===== config.mk =====
export PLATFORM = sky130hd
export DESIGN_NAME = truth_table_sweeper
export DESIGN_NICKNAME = d
export VERILOG_FILES = /design/src/rtl/sweeper_pkg.sv /design/src/rtl/sweep_counter.sv /design/src/rtl/truth_table_sweeper.sv
export SDC_FILE = /design/constraint.sdc
export NUM_CORES = 1
export LEC_CHECK = 0
export BUFFER_PORTS_ARGS = -buffer_cell sky130_fd_sc_hd__buf_2
export CORE_MARGIN = 2
export CORE_UTILIZATION = 35
export CTS_CLUSTER_SIZE = 25
export DETAILED_ROUTE_END_ITERATION = 10
export PLACE_DENSITY = 0.57
export SYNTH_ARGS = -nofsm -noshare
export SYNTH_HDL_FRONTEND = slang
export SYNTH_HIERARCHICAL = 1
export SYNTH_SLANG_ARGS = --single-unit

===== constraint.sdc =====
create_clock -name clock -period 5.03 [get_ports clock]
set_clock_uncertainty 0.15 [all_clocks]
set_input_delay 0.503 -clock clock [delete_from_list [all_inputs] [get_ports clock]]
set_output_delay 0.503 -clock clock [all_outputs]
set_load 0.05 [all_outputs]

===== src/rtl/sweeper_pkg.sv =====
// -----------------------------------------------------------------------------
// sweeper_pkg
// Shared types and width helpers for the truth-table sweeper.
//   state_t       : sweep FSM states (IDLE, SWEEP, DONE)
//   vec_width()   : stimulus vector width for an N_IN-input DUT
//   count_width() : mismatch counter width; holds the full 2^N_IN count
//   hold_width()  : hold counter width for a given HOLD
// -----------------------------------------------------------------------------
package sweeper_pkg;

    typedef enum logic [1:0] {
        IDLE  = 2'd0,
        SWEEP = 2'd1,
        DONE  = 2'd2
    } state_t;

    function automatic int vec_width(input int n_in);
        return n_in;
    endfunction

    // One extra bit so a DUT that fails on every vector still fits.
    function automatic int count_width(input int n_in);
        return n_in + 1;
    endfunction

    // Sized on HOLD+1 so HOLD=1 still gets a one-bit counter.
    function automatic int hold_width(input int hold);
        return $clog2(hold + 1);
    endfunction

endpackage : sweeper_pkg


===== src/rtl/sweep_counter.sv =====
// -----------------------------------------------------------------------------
// sweep_counter
// Stimulus vector register plus per-vector hold counter.
//   clock     : rising-edge clock
//   reset     : asynchronous, active-high reset
//   clear     : synchronous clear of vector and hold counter (sweep start)
//   run       : hold counter advances while high
//   step      : on the final hold cycle, advance to the next vector
//   vec       : current stimulus vector
//   last_hold : strobe, current cycle is the final hold cycle of vec
//   last_vec  : vec is the all-ones (final) vector
// -----------------------------------------------------------------------------
module sweep_counter
    import sweeper_pkg::*;
#(
    parameter int N_IN = 3,
    parameter int HOLD = 1
) (
    input  logic            clock,
    input  logic            reset,
    input  logic            clear,
    input  logic            run,
    input  logic            step,
    output logic [N_IN-1:0] vec,
    output logic            last_hold,
    output logic            last_vec
);

    localparam int VW = vec_width(N_IN);
    localparam int HW = hold_width(HOLD);

    localparam logic [VW-1:0] VEC_ONE   = VW'(1);
    localparam logic [VW-1:0] VEC_LAST  = {VW{1'b1}};
    localparam logic [HW-1:0] HOLD_ONE  = HW'(1);
    localparam logic [HW-1:0] HOLD_LAST = HW'(HOLD - 1);

    logic [HW-1:0] hold_cnt;

    assign last_hold = (hold_cnt == HOLD_LAST);
    assign last_vec  = (vec == VEC_LAST);

    // NOTE: sequential state uses non-blocking assignments so every flop
    // samples pre-edge values regardless of statement order.
    always_ff @(posedge clock or posedge reset) begin
        if (reset) begin
            vec      <= '0;
            hold_cnt <= '0;
        end else if (clear) begin
            vec      <= '0;
            hold_cnt <= '0;
        end else if (run) begin
            if (last_hold) begin
                hold_cnt <= '0;
                // The FSM withholds step on the final/stopping vector so
                // the vector is left on the DUT inputs after the sweep.
                if (step) begin
                    vec <= vec + VEC_ONE;
                end
            end else begin
                hold_cnt <= hold_cnt + HOLD_ONE;
            end
        end
    end

endmodule : sweep_counter


===== src/rtl/truth_table_sweeper.sv =====
// -----------------------------------------------------------------------------
// truth_table_sweeper
// Exhaustive stimulus engine for a small single-output combinational DUT.
// Drives every input vector in ascending order for HOLD cycles each, compares
// the DUT response on the last hold cycle against EXPECTED, and reports the
// mismatch count and the lowest failing vector.
//
// Parameters:
//   N_IN     : DUT input count (1..8)
//   HOLD     : cycles each vector is driven (>=1)
//   EXPECTED : truth table, bit k = expected output for vector k
// Ports:
//   clock            : rising-edge clock
//   reset            : asynchronous, active-high reset
//   start            : begin a sweep (ignored while a sweep runs)
//   dut_in           : stimulus vector to the DUT
//   dut_out          : DUT response
//   busy             : sweep in progress
//   done             : sweep complete, results valid
//   pass             : done with zero mismatches
//   err_count        : number of mismatching vectors
//   first_fail       : lowest failing vector
//   first_fail_valid : first_fail holds a real value
//
// Build option:
//   SWEEPER_STOP_ON_FAIL_EN : end the sweep on the first mismatch, leaving the
//                             failing vector on dut_in.
// -----------------------------------------------------------------------------
module truth_table_sweeper
    import sweeper_pkg::*;
#(
    parameter int                  N_IN     = 3,
    parameter int                  HOLD     = 1,
    parameter logic [2**N_IN-1:0]  EXPECTED = 8'b1110_1000
) (
    input  logic            clock,
    input  logic            reset,
    input  logic            start,
    output logic [N_IN-1:0] dut_in,
    input  logic            dut_out,
    output logic            busy,
    output logic            done,
    output logic            pass,
    output logic [N_IN:0]   err_count,
    output logic [N_IN-1:0] first_fail,
    output logic            first_fail_valid
);

    localparam int CW = count_width(N_IN);
    localparam logic [CW-1:0] ERR_ONE = CW'(1);

`ifdef SWEEPER_STOP_ON_FAIL_EN
    localparam bit STOP_ON_FAIL = 1'b1;
`else
    localparam bit STOP_ON_FAIL = 1'b0;
`endif

    state_t          state;
    state_t          next_state;
    logic            clear;
    logic            run;
    logic            step;
    logic            mismatch;
    logic [N_IN-1:0] vec;
    logic            last_hold;
    logic            last_vec;

    sweep_counter #(
        .N_IN (N_IN),
        .HOLD (HOLD)
    ) u_counter (
        .clock     (clock),
        .reset     (reset),
        .clear     (clear),
        .run       (run),
        .step      (step),
        .vec       (vec),
        .last_hold (last_hold),
        .last_vec  (last_vec)
    );

    // ---------------------------------------------------------------------
    // FSM state register
    // ---------------------------------------------------------------------
    always_ff @(posedge clock or posedge reset) begin
        if (reset) begin
            state <= IDLE;
        end else begin
            state <= next_state;
        end
    end

    // ---------------------------------------------------------------------
    // Next-state and control decode
    // ---------------------------------------------------------------------
    // NOTE: every signal written here gets a default first, so no path can
    // leave one unassigned and infer a latch.
    always_comb begin
        next_state = state;
        clear      = 1'b0;
        run        = 1'b0;
        step       = 1'b0;
        mismatch   = 1'b0;

        unique case (state)
            IDLE: begin
                if (start) begin
                    clear      = 1'b1;
                    next_state = SWEEP;
                end
            end

            SWEEP: begin
                run = 1'b1;
                if (last_hold) begin
                    mismatch = (dut_out != EXPECTED[vec]);
                    if (last_vec || (STOP_ON_FAIL && mismatch)) begin
                        next_state = DONE;
                    end else begin
                        step = 1'b1;
                    end
                end
            end

            DONE: begin
                if (start) begin
                    clear      = 1'b1;
                    next_state = SWEEP;
                end
            end

            default: begin
                next_state = IDLE;
            end
        endcase
    end

    // ---------------------------------------------------------------------
    // Result registers. err_count cannot wrap: at most 2^N_IN mismatches
    // are counted and the register is N_IN+1 bits wide.
    // ---------------------------------------------------------------------
    always_ff @(posedge clock or posedge reset) begin
        if (reset) begin
            err_count        <= '0;
            first_fail       <= '0;
            first_fail_valid <= 1'b0;
        end else if (clear) begin
            err_count        <= '0;
            first_fail       <= '0;
            first_fail_valid <= 1'b0;
        end else if (mismatch) begin
            err_count <= err_count + ERR_ONE;
            // Vectors ascend, so the first recorded failure is the lowest.
            if (!first_fail_valid) begin
                first_fail       <= vec;
                first_fail_valid <= 1'b1;
            end
        end
    end

    // ---------------------------------------------------------------------
    // Outputs
    // ---------------------------------------------------------------------
    assign dut_in = (state == IDLE) ? '0 : vec;
    assign busy   = (state == SWEEP);
    assign done   = (state == DONE);
    assign pass   = (state == DONE) && (err_count == '0);

endmodule : truth_table_sweeper


==> flow_summary.json, run 1 <==
{
  "dr.pass1.iters": 4,
  "setup.worst_path.end": "busy",
  "dpl_cell_area_um2": 855,
  "clock_sinks": 13,
  "power.density_mw_per_mm2": 680,
  "synthDistinctLibCells": 27,
  "drc_errors": 0,
  "status": "finished clean",
  "crit_buf_inv": 1,
  "die_h_um": 50.3,
  "antenna_found_initial": 0,
  "cts_root_buffer": "clkbuf_4",
  "seq_area_frac_synth_pct": 43.3,
  "pin_count": 18,
  "design.core.area_mm2": 0.00200,
  "synth_ff_type": "dfrtp_1",
  "fmax_mhz": 469,
  "hold_class": "in -> reg",
  "synthCells": 78,
  "dieArea_mm2": 0.00253,
  "die_width_um": 50.3,
  "grt_max_degree": 14,
  "setup-tns-final_ns": 0,
  "synthArstFlopShare_pct": 100,
  "row_count": 16,
  "finalCritPeriodShare_pct": 42.4,
  "slew_headroom_pct": 65.1,
  "via_per_inst": 4.94,
  "multiInputGateArea_um2": 388,
  "drv_slew": 0,
  "hpwl_mm": 1.12,
  "cp-startpoint": "state[1]",
  "clock_path_buffers": 2,
  "ir_worst_vdd_mv": 0.302,
  "worstSetupEndpointType": "output pin",
  "grt_remaining_overflow": 0,
  "insertion_delay_ns": 0.27,
  "fillers": 210,
  "via_count": 617,
  "first_global_vias": 571,
  "track_usage_pct": 14.2,
  "tightest_slew_ns": 0.522,
  "place_congestion": 0.764,
  "crit_fanout": 13,
  "synthesis.area_um2": 751,
  "synth_warnings": 6,
  "hold_path_depth": 2,
  "n_antenna_cell": 0,
  "critical_path_depth": 2,
  "synth_edf_count": 0,
  "grt_pass1_wl_mm": 2.69,
  "syn_to_final_growth_pct": 18.7,
  "r2r_setup_slack_ns": 3.01,
  "drt-initial-drc-count": 11,
  "rsz0062_at_grt": "false",
  "cts_htree_levels": 1,
  "timing.rr.start": "state[1]",
  "fin_area_um2": 891,
  "synth_seq_cells": 13,
  "seq_area_um2": 325,
  "cts_tree": "yes",
  "hold_violations": 0,
  "crit_family": "simple AND/OR/NAND/NOR gates",
  "finalWorstPathRequiredPeriod_ns": 2.13,
  "routedWlPerCell_um": 12.1,
  "cap_violations": 0,
  "worstReg2RegEnd": "u_counter/vec[0]",
  "crit_path_start_kind": "flop",
  "nets": 107,
  "cp_data_required_time_ns": 4.38,
  "numPortBuffers": 17,
  "ant_nets": 0,
  "p_leak_uw": 0.000471,
  "syn-num-nets": 86,
  "path_cells": "nor2b_2, buf_2",
  "path_clk_slew_ns": 0.08,
  "avgSynthCellArea_um2": 9.62,
  "cts_buffers": 3,
  "reg2reg_depth": 5,
  "slowest_delay_ns": 0.44,
  "setup_viol": 0,
  "crit_arrival_ns": 1.48,
  "postRouteWirelength_mm": 1.52,
  "initial_core_util_pct": 37.5,
  "slowest_stage": "nor2b_2",
  "crit_type": "reg -> out",
  "drive_gt1_share_pct": 26.5
}
layer usage:
layer	track usage, %	share of wire (%)	vias up	wire length [µm]
met5	0	0	-	0
met4	7.21	0.99	0	15
met3	3.57	5.1	2	77
met2	21.1	44	18	669
met1	19.1	50	286	755
li1	-	-	311	-
power breakdown:
part           leakage, µW  switching (µW)  internal (µW)
Sequential        0.000165            40.8            144
Combinational     0.000291             246            110
Clock            0.0000150            34.3           30.7
worst register-to-register path, cell delays in order (launching register included):
cell,delay [ns]
dfrtp_1,0.40
nor2b_2,0.44
nand2_1,0.19
nor2_1,0.29
nand2_1,0.12
mux2_4,0.32
layout make-up:
cell class | count | share of cell area [%]
flip-flops and latches | 13 | 36.5
repair buffers | 18 | 10.7
clock buffers | 4 | 2.95
well taps | 27 | 3.79
inverters | 6 | 2.53
multi-input cells | 57 | 43.5
registers in the layout, summed over array words and instances (netlist names):
register,cells
err_count,4
first_fail,3
first_fail_valid,1
state,2
u_counter/vec,3
worst min path at each step:
stage,startpoint,end,slack (ns)
6_report,start,state[1],0.29
5_1_grt,start,state[1],0.31
4_1_cts,start,state[1],0.29
3_5_place_dp,reset,u_counter/vec[0],0.23
3_3_place_gp,reset,u_counter/vec[0],0.24
2_1_floorplan,reset,u_counter/vec[0],0.11
Yosys cell counts (2+ instances only):
cell type,count,share of area [%]
a21bo_2,2,2.7
a21oi_1,6,4.0
buf_4,2,2.0
dfrtp_1,13,43
ha_1,4,6.7
inv_1,6,3.0
mux2i_1,2,2.7
nand2_1,7,3.5
nand2b_1,2,1.7
nand3_1,7,4.7
nand4_1,2,1.7
nor2_1,4,2.0
nor2b_1,4,3.3
o21ai_1,3,2.0
o31ai_1,2,2.0
stage by stage:
stage | util [%] | setup WS, ns | cells | total power [µW] | hold slack (ns)
floorplan | - | 1.93 | 78 | 469 | 0.107
global placement | 42.7 | 3.16 | 120 | 537 | 0.235
detailed placement | 42.7 | 3.09 | 120 | 541 | 0.231
CTS | 44.5 | 2.90 | 125 | 610 | 0.285
global route | 44.5 | 2.79 | 125 | 654 | 0.310
finish | 44.5 | 2.90 | 125 | 606 | 0.293
logic make-up (layout without fill, tap and decap cells):
| kind of cell | Yosys count | in the layout | synth area share [%] |
|---|---|---|---|
| compound gates | 15 | 15 | 12.3 |
| xor+xnor | 2 | 2 | 3.33 |
| fa+ha+maj | 5 | 5 | 8.50 |
| buf+inv | 8 | 28 | 5.00 |
| flops | 13 | 13 | 43.3 |
| mux | 3 | 3 | 4.67 |
| other cells | 1 | 1 | 0.500 |
| simple gates | 31 | 31 | 22.3 |
cells in the final DEF (no fill, tap or decap), types with 2 or more instances in the layout:
cell type,instances
dfrtp_1,13
clkbuf_4,3
o21ai_1,3
nor2b_1,4
nand2b_1,2
ha_1,4
mux2i_1,2
nor2_1,4
nand2_1,7
nand4_1,2
a21oi_1,6
a21bo_2,2
buf_2,17
inv_1,6
o31ai_1,2
nand3_1,7
repair_timing:
action | CTS | global route
hold buffers | 1 | 0
hold endpoints to repair | 3 | 0
setup buffers | 0 | 0
gates resized for setup | 0 | 0
(Power assumes the default switching activity.)
==> inputs of run 2 (changes only) <==
Settings changed: PLACE_DENSITY 0.57 to 0.59.
Clock period 5.03 ns to 1.8 ns, I/O delays scaled along.
==> run 2 against run 1 <==
Sequential share of layout area down 3.4 points. Non-clock buffer count up 9. Via count up 5.2%. Design area up 10%. Die area unchanged. Cell count up 7.2%. Register-to-register slack worse by 3.0 ns. First-iteration DRC count up 64%. Global-route usage up 0.96 points. Clock-buffer cell count unchanged. Wire length up 8.0%. Core utilization up 4.5 points.
==> flow_summary.json, run 2 (synthesis results as in run 1) <==
{
  "pin_count": 18,
  "finalCritPeriodShare_pct": 97.9,
  "dieArea_mm2": 0.00253,
  "path_cells": "maj3_4, xnor2_2, or4_1, a21oi_1",
  "design.core.area_mm2": 0.00200,
  "slowest_delay_ns": 0.46,
  "track_usage_pct": 15.2,
  "fin_cells": 134,
  "ant_nets": 0,
  "grt_max_degree": 13,
  "drv_slew": 0,
  "place_ws_ns": 0.0365,
  "numPortBuffers": 17,
  "slowest_stage": "or4_1",
  "setup_viol": 0,
  "place_congestion": 0.801,
  "crit_path_start_kind": "flop",
  "dr.pass1.iters": 4,
  "p_leak_uw": 0.000519,
  "cts_buffers": 3,
  "largest_register_ffs": 4,
  "rsz0062_at_grt": "true",
  "final_common_cell": "buf_2",
  "crit_fanout": 5,
  "cts_htree_levels": 1,
  "hpwl_mm": 1.25,
  "multiInputGateArea_um2": 405,
  "routedWlPerCell_um": 12.2,
  "cts_root_buffer": "clkbuf_4",
  "fin_hold_ws_ns": 0.164,
  "status": "finished clean",
  "regMostFlops": "err_count",
  "grt_pass1_wl_mm": 3.00,
  "crit_type": "reg -> reg",
  "clock_path_buffers": 2,
  "grt_remaining_overflow": 0,
  "initial_core_util_pct": 37.5,
  "final_cell_mix": "buf_2, dfrtp_1, buf_4",
  "path_clk_slew_ns": 0.08,
  "die_h_um": 50.3,
  "place_inst": 127,
  "via_per_inst": 4.84,
  "syn_to_final_growth_pct": 30.7,
  "cp_data_required_time_ns": 1.85,
  "crit_buf_inv": 0,
  "drc_errors": 0,
  "via_count": 649,
  "fillers": 212,
  "crit_family": "simple AND/OR/NAND/NOR gates",
  "antenna_found_initial": 0,
  "hold_violations": 0,
  "postRouteWirelength_mm": 1.64,
  "drive_gt1_share_pct": 33.6,
  "seq_area_um2": 325,
  "fmax_mhz": 568,
  "cts_tree": "yes",
  "first_global_vias": 675,
  "n_antenna_cell": 0,
  "hold_class": "in -> async",
  "insertion_delay_ns": 0.27,
  "reg.largest.list": "err_count x4, first_fail x3, u_counter/vec x3",
  "power.density_mw_per_mm2": 1850,
  "ir_worst_vdd_mv": 0.707,
  "clock_sinks": 13,
  "crit_arrival_ns": 1.81,
  "die_width_um": 50.3,
  "drt-initial-drc-count": 18,
  "cap_violations": 0,
  "nets": 116,
  "worstSetupEndpointType": "flop",
  "row_count": 16,
  "design_power_total_uw": 1820,
  "worst_slack_ns": 0.0382,
  "finalWorstPathRequiredPeriod_ns": 1.76,
  "final_core_util_pct": 49.0
}
[run 2: final cells by class]
type / count / area share [%]
Timing Repair Buffer: 27 / 17.1
Tap cell: 27 / 3.44
Multi-Input combinational cell: 57 / 41.3
Inverter: 6 / 2.30
Sequential cell: 13 / 33.2
Clock buffer: 4 / 2.68
[run 2: power by group]
part / switching (µW) / internal (µW) / leakage (µW)
combinational: 720 / 402 / 0.000339
sequential: 111 / 403 / 0.000165
clock: 93.9 / 85.7 / 0.0000150
[run 2: what timing repair did]
item / CTS / global route
buffers inserted: 0 / 1
hold endpoints to repair: 14 / 0
setup endpoints to repair: 0 / 3
gates resized for setup: 0 / 3
hold buffers: 2 / 0
[run 2: through the flow]
step                      instance area (µm²)  TNS, ns
final                                     981        0
after global placement                    922        0
after detailed placement                  922        0
after global routing                      981  -0.0544
after floorplan                           766        0
after CTS                                 968        0
[run 2: path summary, 6_finish.rpt]
path                                        from                to  slack [ns]  cells after the start
worst max-delay path            u_counter/vec[1]      err_count[3]        0.04                      4
worst min-delay path                       reset  u_counter/vec[0]        0.16                      3
worst max register to register  u_counter/vec[1]      err_count[3]        0.04                      4
worst min register to register  first_fail_valid  first_fail_valid        0.39                      1
max in group asynchronous                  reset     first_fail[1]        0.91                      3
min in group clock                       dut_out      err_count[2]        0.18                      4
[run 2: tightest hold or removal path: cells and delay by family]
| family | cells | cell delay, ns |
|---|---|---|
| buffers and inverters | 3 | 0.75 |
[run 2: layer usage]
layer / routed length [µm] / global-route usage [%]
met5: 0 / 0
met1: 768 / 20.0
met3: 74 / 2.68
met2: 789 / 25.7
met4: 8 / 4.05
